===== src/rtl/fetch_queue.sv =====
// fetch_queue: circular instruction queue between fetch and decode.
//
// Captures {pc, instruction} pairs from instruction memory and presents the
// oldest entry to decode through a show-ahead valid/ready handshake. hold_o
// is a registered almost-full indication so fetch can stop advancing its PC.
// flush_i (taken branch) discards every queued entry and wins over a write
// or read in the same cycle.
//
// Optional feature macro: FETCH_QUEUE_BYPASS_EN
//   When defined, a write into an empty queue is forwarded combinationally
//   to the read side. If decode takes it in the same cycle, it is never stored.
//
// Ports:
//   clk         clock, rising edge
//   rst_n       asynchronous active-low reset
//   flush_i     taken-branch flush
//   wr_valid_i  write request
//   wr_pc_i     PC of the written instruction
//   wr_instr_i  instruction word
//   wr_ready_o  queue can accept a write this cycle
//   rd_valid_o  head entry valid
//   rd_ready_i  decode consumes head entry
//   rd_pc_o     PC of head entry (0 when empty)
//   rd_instr_o  instruction of head entry (0 when empty)
//   count_o     number of occupied entries
//   hold_o      almost-full, registered
module fetch_queue #(
  parameter int DEPTH       = 4,
  parameter int INSTR_W     = 16,
  parameter int HOLD_MARGIN = 1
) (
  input  logic                       clk,
  input  logic                       rst_n,
  input  logic                       flush_i,
  input  logic                       wr_valid_i,
  input  logic [7:0]                 wr_pc_i,
  input  logic [INSTR_W-1:0]         wr_instr_i,
  output logic                       wr_ready_o,
  output logic                       rd_valid_o,
  input  logic                       rd_ready_i,
  output logic [7:0]                 rd_pc_o,
  output logic [INSTR_W-1:0]         rd_instr_o,
  output logic [$clog2(DEPTH):0]     count_o,
  output logic                       hold_o
);

  localparam int PW = $clog2(DEPTH);
  localparam int CW = $clog2(DEPTH) + 1;
  localparam logic [CW-1:0] DEPTH_C = CW'(DEPTH);
  localparam logic [CW-1:0] CNT_ONE = CW'(1);
  localparam logic [PW-1:0] PTR_ONE = PW'(1);

  logic [7:0]         pc_mem    [DEPTH];
  logic [INSTR_W-1:0] instr_mem [DEPTH];

  logic [PW-1:0] wr_ptr_q, wr_ptr_d;
  logic [PW-1:0] rd_ptr_q, rd_ptr_d;
  logic [CW-1:0] count_q, count_d;
  logic          hold_q, hold_d;

  logic head_valid;
  logic byp;
  logic push;
  logic pop;

  always_comb begin
    head_valid = (count_q != '0);
    wr_ready_o = (count_q < DEPTH_C);

`ifdef FETCH_QUEUE_BYPASS_EN
    byp = (count_q == '0) & ~flush_i & wr_valid_i;
`else
    byp = 1'b0;
`endif

    rd_valid_o = head_valid | byp;
    // Data is zeroed when empty so stale (unreset) storage never shows.
    if (head_valid) begin
      rd_pc_o    = pc_mem[rd_ptr_q];
      rd_instr_o = instr_mem[rd_ptr_q];
    end else if (byp) begin
      rd_pc_o    = wr_pc_i;
      rd_instr_o = wr_instr_i;
    end else begin
      rd_pc_o    = '0;
      rd_instr_o = '0;
    end

    // A bypassed entry consumed in the same cycle never enters storage.
    push = wr_valid_i & wr_ready_o & ~flush_i & ~(byp & rd_ready_i);
    pop  = head_valid & rd_ready_i & ~flush_i;

    wr_ptr_d = wr_ptr_q;
    rd_ptr_d = rd_ptr_q;
    count_d  = count_q;

    if (flush_i) begin
      // Pointers are made equal rather than zeroed; only the count matters.
      rd_ptr_d = wr_ptr_q;
      count_d  = '0;
    end else begin
      if (push) wr_ptr_d = wr_ptr_q + PTR_ONE;
      if (pop)  rd_ptr_d = rd_ptr_q + PTR_ONE;
      case ({push, pop})
        2'b10:   count_d = count_q + CNT_ONE;
        2'b01:   count_d = count_q - CNT_ONE;
        default: count_d = count_q;
      endcase
    end

    hold_d = ((DEPTH - int'(count_d)) <= HOLD_MARGIN);
  end

  always_ff @(posedge clk or negedge rst_n) begin
    if (!rst_n) begin
      wr_ptr_q <= '0;
      rd_ptr_q <= '0;
      count_q  <= '0;
      hold_q   <= 1'b0;
    end else begin
      wr_ptr_q <= wr_ptr_d;
      rd_ptr_q <= rd_ptr_d;
      count_q  <= count_d;
      hold_q   <= hold_d;
    end
  end

  always_ff @(posedge clk) begin
    if (push) begin
      pc_mem[wr_ptr_q]    <= wr_pc_i;
      instr_mem[wr_ptr_q] <= wr_instr_i;
    end
  end

  assign count_o = count_q;
  assign hold_o  = hold_q;

endmodule


===== config.mk =====
export PLATFORM = sky130hd
export DESIGN_NAME = fetch_queue
export DESIGN_NICKNAME = d
export VERILOG_FILES = /design/src/rtl/fetch_queue.sv
export SDC_FILE = /design/constraint.sdc
export NUM_CORES = 1
export LEC_CHECK = 0
export ABC_CLOCK_PERIOD_IN_PS = 2800
export CAP_MARGIN = 20
export CORE_MARGIN = 2
export CORE_UTILIZATION = 35
export DETAILED_ROUTE_END_ITERATION = 8
export SLEW_MARGIN = 25
export SYNTH_ARGS = -nofsm -noshare
export SYNTH_HDL_FRONTEND = slang
export SYNTH_SLANG_ARGS = --single-unit

===== constraint.sdc =====
create_clock -name clk -period 2.8 [get_ports clk]
set_input_delay 0.56 -clock clk [delete_from_list [all_inputs] [get_ports clk]]
set_output_delay 0.56 -clock clk [all_outputs]
set_load 0.02 [all_outputs]

# After elaboration in Yosys (flattened, before gate mapping)
# Memory sizes are Yosys's and may differ from the RTL's.
# Cells that the tools add are included.
dict set report totals {
  ff_bits 8
  word_cells 31
  inputBits 29
  memories 2
  ram_bits 96
}
# name depth word_bits read_ports rd_clocked_by_memory_dff wr line_no
set memory_table {}
lappend memory_table {instr_mem 4 16 1 0 1 54} ;# logic [INSTR_W-1:0] instr_mem [DEPTH];
lappend memory_table {pc_mem 4 8 1 0 1 53} ;# logic [7:0] pc_mem [DEPTH];
dict set report op_classes {
  eq_ne 2
  bitwise 5
  reduce_logical 3
  addsub 5
  mux 8
  order_cmp 2
}
# operator count
set ops {}
lappend ops {{two-way mux 16 bit} 1}
lappend ops {{two-way mux 8 bit} 1}
lappend ops {{case mux 3 bit (2 select lines)} 1}
lappend ops {{adder 2 x 1 -> 2 bit (second input constant)} 2}
lappend ops {{AND 1 bit} 4}
lappend ops {{<= comparator 4 x 2 -> 1 bit (second input constant)} 1}
lappend ops {{two-way mux 2 bit} 2}
lappend ops {{subtractor 3 x 3 -> 4 bit (first input constant)} 1}
lappend ops {{adder 3 x 1 -> 3 bit (second input constant)} 1}
lappend ops {{less-than comparator 3 bit (second input constant)} 1}
lappend ops {{two-way mux 3 bit} 1}
lappend ops {{nonzero test 3 bit} 1}
lappend ops {{subtractor 3 x 1 -> 3 bit (second input constant)} 1}
lappend ops {{equality test 2 x 1 -> 1 bit (second input constant)} 1}
lappend ops {{equality test 2 bit (second input constant)} 1}
lappend ops {{two-way mux 1 bit} 2}
lappend ops {{AND reduction 2 bit} 1}
lappend ops {{nonzero test 2 bit} 1}
lappend ops {{inverter 1 bit} 1}

# Logic depth before layout (Yosys ltp)
# Gate-level depths: netlist (run 1).
dict set report logic_depth {
  word_depth 8
  depth_mapped 8
}

# Worst setup path before layout (run 1)
# OpenSTA, ideal clock, no wires.
dict set report synth_timing {
  kind {in2reg}
  start {input flush_i}
  end {register hold_q (netlist: hold_o)}
  stages 8
  setup_ns 0.087
  slack_ns 0.296
  required_ns 2.713
  n_path_buf 1
  arrival_time_ns 2.418
  path_cell_list {clkbuf_1 > nor3b_2 > inv_1 > ha_1 > fa_1 > xnor2_1 > or4_1 > o211ai_1}
}
dict set report synth_between {
  elab_chain_len 7
  word_cells_on_any_way 9
  classes_between {add/sub: 1; order compare: 1; eq/ne: 2; mux: 2; bitwise: 3}
}
# item line_no
set synth_rtl {}
lappend synth_rtl {{start: declaration} 34} ;# input logic flush_i,
lappend synth_rtl {{inverter 1 bit (no line)} -}
lappend synth_rtl {{AND 1 bit, on equally long branches} {91, 90}}
lappend synth_rtl {{equality test 2 x 1 -> 1 bit / equality test 2 bit (equally long branches)} 104} ;# case ({push, pop})
lappend synth_rtl {{case mux 3 bit (2 select lines)} 104}
lappend synth_rtl {{two-way mux 3 bit *} 97} ;# if (flush_i) begin
lappend synth_rtl {{subtractor 3 x 3 -> 4 bit *} 111} ;# hold_d = ((DEPTH - int'(count_d)) <= HOLD_MARGIN);
lappend synth_rtl {{<= comparator 4 x 2 -> 1 bit *} 111}
lappend synth_rtl {{named net hold_d} 59} ;# logic hold_q, hold_d;
lappend synth_rtl {{end signal: assignment} 124} ;# hold_q <= hold_d;
lappend synth_rtl {{end: declaration} 59}
# The timed path passes the listed nets; every way through them passes the cells marked *.
# A chain may end at the register's enable or synchronous reset.

# Final worst setup path (run 1)
dict set report layout_timing {
  start {register rd_ptr_q[0]}
  end {output rd_pc_o[1]}
}
dict set report layout_between {
  elab_chain_len 2
}
# item line_no
set layout_rtl {}
lappend layout_rtl {{start: declaration} 57} ;# logic [PW-1:0] rd_ptr_q, rd_ptr_d;
lappend layout_rtl {{start signal: assignment} 122} ;# rd_ptr_q <= rd_ptr_d;
lappend layout_rtl {{memory read (4 x 8 bit)} -}
lappend layout_rtl {{two-way mux 8 bit} 78} ;# if (head_valid) begin
lappend layout_rtl {{end: declaration} 41} ;# output logic [7:0] rd_pc_o,
# No other way between the ends.

==> summary.txt, run 1 <==
Power
  • Combinational fraction of design power: 30.8%
  • Psw: 1.221 mW
  • Part of the power in the clock network: 25.2%
  • VDD IR max: 391.9 uV
  • Pwr dens: 834.4 nW/um^2
  • Share of power burned in registers: 44.0%
  • Leakage power: 1.858 nW
  • Sw frac: 27.47%
  • P_int: 3.224 mW

Clocking
  • CTS buffer count: 9
  • CTS tree: built
  • H-tree level count: 3
  • Clk Latency, worst-skew pair: 0.33 ns
  • Root buf cell: clkbuf_16
  • CTS Sinks: 104
  • Post-CTS Hold Buffers: 0
  • Clock transition at the registers of the reported paths: 0.06 ns
  • Post-CTS Setup Repair Bufs: 0
  • Max clock buf depth: 2

Layout
  • Post-Layout Cell Count: 429
  • Fill count: 1,018
  • Number of nets in the layout: 312
  • Register area: 3084 um^2
  • Share of layout cells above drive strength 1: 18.44%
  • Area added between synthesis and finish: 26.39%
  • Multi-input logic area: 1040 um^2
  • ANT cells: 0

Drt
  • DR vias/cell: 4.818
  • WL final: 7273 um
  • Drt wl/cell: 16.95 um
  • Number of DRC markers in iteration 0: 161
  • Vias: 2,067
  • Drt drc: 0
  • Router iterations before antenna repair: 5
  • Final ANT Viol Nets: 0

Synthesis
  • Yosys cell types: 28
  • Ranking of synthesized cells by area: edfxtp_1, mux4_2, dfrtp_1
  • EDFF count, synth: 96
  • Synthesized area: 4215 um^2
  • Post-Syn Nets: 239
  • Seq/Total Area, Yosys: 73.14%
  • Synth area leader: edfxtp_1
  • Top_reg_cell synth: edfxtp_1
  • Synthesis-stage register bit count: 104
  • Post-synth ARST share: 7.692%
  • Share of the synthesized area in the top cell type: 68.39%
  • Mapped Avg Cell Area: 20.66 um^2
  • YS warnings: 0
  • Syn Inst Count: 204

Die
  • Core area: 11,860 um^2
  • Num ports: 59
  • Site row count: 40
  • Chip height: 113.7 um
  • Die X: 113.7 um
  • Die area: 12,940 um^2
  • Initial Util: 35.54%

Timing
  • Clock skew: 0.003641 ns
  • Slew headroom: 74.31%
  • RSZ-0062 raised after global routing: false
  • Final min period: 2.708 ns
  • Final hold violation count: 0
  • Fin Setup TNS: 0 ns
  • Slew Limit Fails: 0
  • Final Setup Violations: 0
  • Worst slew pin tran: 0.3806 ns
  • Crit share post-route: 96.73%
  • Achievable Freq: 0.3692 GHz

Placed design
  • Post-DP HPWL: 4600 um
  • GPL Wtd Cong: 0.7226
  • PortBufs: 58
  • Placed insts: 413

Worst setup path
  • Crit end category: output pin
  • Worst EP required: 2.24 ns
  • Crit Reg-Reg Endpoint: hold_o
  • Critical Path Max Stage Delay: 0.55 ns
  • Worst reg-to-reg setup slack: 0.43 ns
  • R2R depth: 7
  • RR Startpoint: count_o[2]
  • WS Path Type: flop to output pin
  • Worst Path Max Fanout: 17
  • Crit start category: flop
  • CP cell instances: buf_12 -> mux4_1 -> nor2b_1 -> clkdlybuf4s50_1
  • Critical Path AT: 2.15 ns
  • CP max-delay cell: mux4_1

Global routing
  • All-layer global routing usage: 12.12%
  • Gr busiest metal: met2
  • First-pass GRT wire length: 11,640 um
  • Grt ovf: 0
  • Initial antenna violation count: 0
  • Vias in the first global route: 2,137
  • Met3 usage: 3.401%
  • Met2 usage: 19.20%
  • Largest net degree at the start of global routing: 26
  • M1 GR Usage: 16.06%

Job
  • Max_cap viols: 0

Worst hold path
  • Hold crit path type: primary input to async pin

Status
  • Outcome: complete, no violations
-- power groups by stage --
stage,clock (mW),sequential [mW],combinational [mW]
after floorplan,0,1.96,0.939
after global placement,0,1.98,1.39
after detailed placement,0,1.99,1.40
after CTS,1.16,1.96,1.41
after global routing,1.22,1.97,1.49
final,1.12,1.96,1.37
-- cells in the final DEF (no fill, tap or decap), drive strengths merged, types with 2 or more instances in the layout --
cell,netlist,final
edfxtp,96,96
and2,4,4
inv,5,8
clkinv,0,2
nor2b,25,25
clkdlybuf4s50,0,54
nand2,5,5
mux4,24,24
buf,8,13
dfrtp,8,8
xnor2,2,2
clkbuf,1,10
o21ai,4,4
xor2,3,3
ha,5,5
dlymetal6s2s,0,4
nor2,4,4
-- routing by layer --
metal	routed length, um	share of wire, %
met5	0	0
met4	91	1.3
met3	396	5.4
met2	3580	49
met1	3205	44
-- cell usage after synthesis (all sizes together), types with 2 or more instances --
master  number
mux4        24
inv          5
nor2b       25
xnor2        2
o21ai        4
dfrtp        8
ha           5
edfxtp      96
nand2        5
and2         4
xor2         3
buf          8
nor2         4
-- state kept, by name, summed over array words and instances (netlist names) --
| signal | cells |
|---|---|
| count_o | 3 |
| rd_ptr_q | 2 |
| instr_mem | 64 |
| wr_ptr_q | 2 |
| pc_mem | 32 |
| hold_o | 1 |
-- cells by family after synthesis --
group / synth area share, %
adder cells (fa/ha/maj): 1.959
XOR/XNOR: 1.039
AND/OR/NAND/NOR: 6.530
AO/OA/AOI/OAI: 1.395
buffers and inverters: 2.345
flip-flops: 73.14
multiplexers: 13.59
-- per-stage QoR --
step / total power [mW] / setup WS, ns / hold slack, ns / utilization (%) / cell area (um^2)
2_1_floorplan: 2.903 / 0.2956 / 0.2644 / - / 4215
3_3_place_gp: 3.372 / 0.1719 / 0.5652 / 42.51 / 5042
3_5_place_dp: 3.395 / 0.1175 / 0.5767 / 42.51 / 5042
4_1_cts: 4.523 / 0.004696 / 0.5074 / 44.80 / 5314
5_1_grt: 4.688 / 0.009025 / 0.5207 / 44.92 / 5328
6_report: 4.446 / 0.09165 / 0.5058 / 44.92 / 5328
-- cell type report --
class	instances	share of cell area, %
Multi-Input combinational cell	86	19.52
Clock inverter	6	0.7985
Clock buffer	10	4.298
Tap cell	147	3.452
Sequential cell	104	57.89
Timing Repair Buffer	71	13.69
Inverter	5	0.3523
-- how the worst max path moves through the flow --
stage	to	cells past startpoint	start	slack (ns)
finish	rd_pc_o[1]	4	rd_ptr_q[0]	0.09
global route	rd_pc_o[1]	4	rd_ptr_q[0]	0.009
CTS	rd_pc_o[0]	4	rd_ptr_q[0]	0.005
detailed placement	hold_o	8	flush_i	0.12
global placement	hold_o	8	flush_i	0.17
floorplan	hold_o	8	flush_i	0.30
-- critical path, delay by kind of cell, from the launching register on --
kind / cells / cell delay, ns
and+or+nand+nor: 1 / 0.14
muxes: 1 / 0.55
buffers and inverters: 2 / 0.72
DFF: 1 / 0.40
-- timing repair --
action,CTS,global route
setup endpoints to repair,0,5
gates resized for setup,0,5
hold endpoints to repair,0,0
Note: power is estimated with default switching activity, not from simulation.
==> run 2: changes to the inputs <==
CORE_UTILIZATION = 54   (was 35)
PLACE_DENSITY = 0.79   (was not set)
==> summary.txt, run 2 (synthesized netlist as in run 1, its figures left out) <==
Worst setup path
  • WS Path Type: flop to output pin
  • Critical Path AT: 2.17 ns
  • Worst Path Max Fanout: 10
  • Worst reg-to-reg setup slack: 0.38 ns
  • Family with the most delay on the worst path: buffers and inverters
  • Crit start category: flop
  • Worst EP required: 2.24 ns
  • Crit end category: output pin
  • CP cell instances: buf_12 -> mux4_1 -> nor2b_1 -> clkdlybuf4s50_1
  • CP max-delay cell: mux4_1
  • Critical Path Max Stage Delay: 0.53 ns
  • Worst Path Buf+Inv: 2

Global routing
  • Vias in the first global route: 2,087
  • First-pass GRT wire length: 10,760 um
  • Largest net degree at the start of global routing: 25
  • Grt ovf: 0
  • Initial antenna violation count: 0
  • All-layer global routing usage: 17.30%

Drt
  • Vias: 2,053
  • Router iterations before antenna repair: 4
  • Drt wl/cell: 17.91 um
  • Number of DRC markers in iteration 0: 153
  • WL final: 6950 um
  • DR vias/cell: 5.291
  • Drt drc: 0
  • Final ANT Viol Nets: 0

Timing
  • RSZ-0062 raised after global routing: false
  • Final min period: 2.728 ns
  • Achievable Freq: 0.3666 GHz
  • Worst slew pin tran: 0.3802 ns
  • Fin Setup TNS: 0 ns
  • Crit share post-route: 97.43%
  • Slew Limit Fails: 0
  • Clock skew: 0.01030 ns
  • Slew headroom: 74.44%
  • Final hold violation count: 0
  • Final worst slack: 0.07194 ns
  • Tightest hold margin: 0.4803 ns
  • Final Setup Violations: 0

Power
  • P_int: 3.034 mW
  • Pwr dens: 806.5 nW/um^2
  • Psw: 1.174 mW
  • Share of power burned in registers: 46.4%
  • VDD IR max: 342.5 uV
  • Combinational fraction of design power: 32.1%
  • Part of the power in the clock network: 21.5%
  • Leakage power: 1.913 nW
  • Sw frac: 27.91%

Job
  • Max_cap viols: 0

Placed design
  • Post-DP HPWL: 4646 um
  • GPL Wtd Cong: 0.7696
  • Setup WS pre-CTS: 0.1131 ns
  • PortBufs: 58

Layout
  • Share of layout cells above drive strength 1: 19.58%
  • Register area: 3084 um^2
  • ANT cells: 0
  • Most frequent cells in the layout: edfxtp_1, clkdlybuf4s50_1, nor2b_1
  • Area added between synthesis and finish: 23.78%
  • Fill count: 505
  • Post-layout utilization of the core: 68.23%
  • Top reg by flops: instr_mem
  • Max reg flops: 64
  • Most common cell after layout, fill and taps aside: edfxtp_1
  • Multi-input logic area: 1040 um^2
  • Number of nets in the layout: 316

Die
  • Site row count: 32
  • Chip height: 92.35 um
  • Initial Util: 55.12%
  • Die X: 92.35 um
  • Die area: 8529 um^2
  • Num ports: 59
  • Core area: 7647 um^2

Clocking
  • CTS tree: built
  • Post-CTS Hold Buffers: 0
  • Clock transition at the registers of the reported paths: 0.10 ns
  • Max clock buf depth: 2
  • CTS Sinks: 104
  • Clk Latency, worst-skew pair: 0.36 ns
  • CTS buffer count: 9
  • H-tree level count: 3
  • Root buf cell: clkbuf_8

Worst hold path
  • Hold crit path type: primary input to async pin

Status
  • Outcome: complete, no violations
## run 2: changes by cell type in the layout (fill, tap and decap cells not counted), sizes merged
cell	delta
clkdlybuf4s50	-6
buf	+4
dlymetal6s2s	+4
dlygate4sd2	+2
bufinv	+1
clkinvlp	-1
## run 2: per-stage QoR
step                power (mW)  std cells  instance area [um^2]
floorplan                2.903        204                  4215
global placement         3.334        371                  4996
detailed placement       3.362        371                  4996
CTS                      4.268        388                  5194
global route             4.410        388                  5218
finish                   4.208        388                  5218
## run 2: what timing repair did
action                                  4_1_cts  5_1_grt
gates resized for setup                       2        9
hold endpoints to repair                      0        0
endpoints found under the setup margin       21       10
setup buffers                                 1        0
## run 2: layer usage
metal,vias to the layer above,GRT usage [%],part of all wire [%]
li1,956,-,-
met1,1042,21.43,41
met2,47,30.35,54
met3,8,2.685,3.2
met4,0,7.587,1.6
met5,-,0,0
## run 2: layout make-up
cell class                 instances  area share [%]
clock buffer                      10           2.446
multi-input combinational         86           19.93
timing repair buffer              75           14.46
tap                              102           2.446
inverter                           5          0.3597
sequential                       104           59.11
clock inverter                     6           1.247
## run 2: power groups by stage
stage | clock, mW | sequential (mW) | combinational [mW]
after floorplan | 0 | 1.96 | 0.939
after global placement | 0 | 1.99 | 1.34
after detailed placement | 0 | 2.00 | 1.36
after CTS | 0.932 | 1.95 | 1.38
after global routing | 0.991 | 1.97 | 1.45
final | 0.907 | 1.95 | 1.35
## run 2: path summary, 6_finish.rpt
path	endpoint	depth (start not counted)	startpoint
max	rd_pc_o[3]	4	rd_ptr_q[0]
min	rd_ptr_q[1]	1	rst_n
max reg2reg	hold_o	7	count_o[0]
min reg2reg	rd_ptr_q[1]	2	wr_ptr_q[1]
max in group asynchronous	rd_ptr_q[0]	1	rst_n
min in group clk	rd_ptr_q[1]	2	wr_ptr_q[1]
==> run 3: changes to the inputs <==
ABC_CLOCK_PERIOD_IN_PS = 3520   (was 2800)
CORE_UTILIZATION = 55   (was 54)
PLACE_DENSITY = 0.8   (was 0.79)
clock period = 3.52 ns   (was 2.8 ns; I/O delays follow)
==> summary.txt, run 3 (synthesized netlist as in run 1, its figures left out) <==
Clocking
  • CTS tree: built
  • CTS buffer count: 9
  • Post-CTS Hold Buffers: 0
  • Max clock buf depth: 2
  • Post-CTS Setup Repair Bufs: 0
  • Root buf cell: clkbuf_8
  • Post-CTS Resized: 0
  • Clock transition at the registers of the reported paths: 0.09 ns
  • Clk Latency, worst-skew pair: 0.35 ns
  • H-tree level count: 3
  • CTS Sinks: 104

Drt
  • DR vias/cell: 5.434
  • WL final: 6835 um
  • Drt wl/cell: 18.08 um
  • Final ANT Viol Nets: 0
  • Drt drc: 0
  • Router iterations before antenna repair: 4
  • Number of DRC markers in iteration 0: 160
  • Vias: 2,054

Placed design
  • PortBufs: 58
  • GPL Wtd Cong: 0.7392
  • Post-DP HPWL: 4468 um

Timing
  • Final Setup Violations: 0
  • RSZ-0062 raised after global routing: false
  • Clock skew: 0.007023 ns
  • Crit share post-route: 93.99%
  • Slew headroom: 61.15%
  • Final hold violation count: 0
  • Achievable Freq: 0.3023 GHz
  • Worst slew pin tran: 0.5828 ns
  • Fin Setup TNS: 0 ns
  • Slew Limit Fails: 0
  • Final min period: 3.308 ns

Status
  • Outcome: complete, no violations

Global routing
  • First-pass GRT wire length: 10,910 um
  • All-layer global routing usage: 17.57%
  • Vias in the first global route: 2,173
  • Grt ovf: 0
  • Largest net degree at the start of global routing: 25
  • Initial antenna violation count: 0

Power
  • Psw: 933.5 uW
  • Share of power burned in registers: 50.0%
  • P_int: 2.310 mW
  • Part of the power in the clock network: 19.9%
  • Total power: 3.243 mW
  • Leakage power: 1.718 nW
  • VDD IR max: 292.1 uV
  • Pwr dens: 635.3 nW/um^2
  • Combinational fraction of design power: 30.1%
  • Sw frac: 28.78%

Worst setup path
  • Critical Path AT: 2.60 ns
  • Worst EP required: 2.82 ns
  • Crit start category: flop
  • WS Path Type: flop to output pin
  • Crit end category: output pin
  • Worst Path Max Fanout: 19

Layout
  • Most frequent cells in the layout: edfxtp_1, clkdlybuf4s50_1, nor2b_1
  • Share of layout cells above drive strength 1: 17.56%
  • Most common cell after layout, fill and taps aside: edfxtp_1
  • Max reg flops: 64
  • Number of nets in the layout: 309
  • Top reg by flops: instr_mem
  • Area added between synthesis and finish: 21.10%
  • ANT cells: 0

Die
  • Initial Util: 57.50%
  • Site row count: 31
  • Die area: 8380 um^2
  • Num ports: 59
  • Die X: 91.55 um
  • Chip height: 91.55 um
  • Core area: 7331 um^2

Worst hold path
  • Hold crit path type: flop to flop

Job
  • Max_cap viols: 0
-- run 3: cell count changes in the layout (fill, tap and decap cells not counted) --
cell,delta
buf_6,-1
buf_4,-5
clkinv_1,+1
clkinv_4,+1
inv_6,-1
bufinv_16,-1
dlymetal6s2s_1,-8
clkdlybuf4s50_1,+10
buf_12,-1
dlygate4sd2_1,-2
clkbuf_1,-1
clkinvlp_4,+1
-- run 3: power by group through the flow --
stage	Combinational (mW)	Clock, mW	Sequential (mW)
after floorplan	0.747	0	1.56
after global placement	0.974	0	1.64
after detailed placement	0.989	0	1.66
after CTS	0.993	0.660	1.63
after global routing	1.04	0.706	1.64
final	0.977	0.646	1.62
-- run 3: worst paths after layout --
path,to,depth (start not counted),startpoint,slack (ns)
setup / recovery,rd_instr_o[12],4,rd_ptr_q[0],0.21
hold / removal,rd_ptr_q[1],2,wr_ptr_q[1],0.58
setup reg to reg,hold_o,7,count_o[0],1.07
hold reg to reg,rd_ptr_q[1],2,wr_ptr_q[1],0.58
max in group asynchronous,rd_ptr_q[0],1,rst_n,2.60
min in group asynchronous,count_o[0],1,rst_n,0.63
-- run 3: worst max-delay path, stage by stage (launching register included) --
cell	delay [ns]
dfrtp_2	0.75
buf_4	0.30
mux4_2	0.50
nor2b_1	0.15
clkdlybuf4s50_1	0.54
-- run 3: cell type report --
| type | instances | area [um^2] |
|---|---|---|
| flip-flops and latches | 104 | 3084 |
| fillers | 450 | 2226 |
| multi-input cells | 86 | 1040 |
| repair buffers | 68 | 668.1 |
| clock buffers | 9 | 123.9 |
| well taps | 99 | 123.9 |
| clock inverters | 7 | 46.29 |
| inverters | 5 | 18.77 |
-- run 3: stage by stage --
stage	utilization, %	cells	cell area [um^2]	hold slack (ns)	setup slack, ns
6_report	69.64	378	5105	0.5806	0.2117
5_1_grt	69.64	378	5105	0.6236	0.06176
4_1_cts	69.64	378	5105	0.5800	0.1446
3_5_place_dp	67.32	362	4935	0.5572	0.4699
3_3_place_gp	67.32	362	4935	0.5504	0.5622
2_1_floorplan	-	204	4215	0.4084	0.8716
-- run 3: layer usage --
| layer | vias to the layer above | share of wire, % | track usage (%) |
|---|---|---|---|
| li1 | 946 | - | - |
| met1 | 1050 | 42 | 21.73 |
| met2 | 52 | 53 | 30.70 |
| met3 | 6 | 3.2 | 2.573 |
| met4 | 0 | 1.3 | 7.955 |
| met5 | - | 0 | 0 |
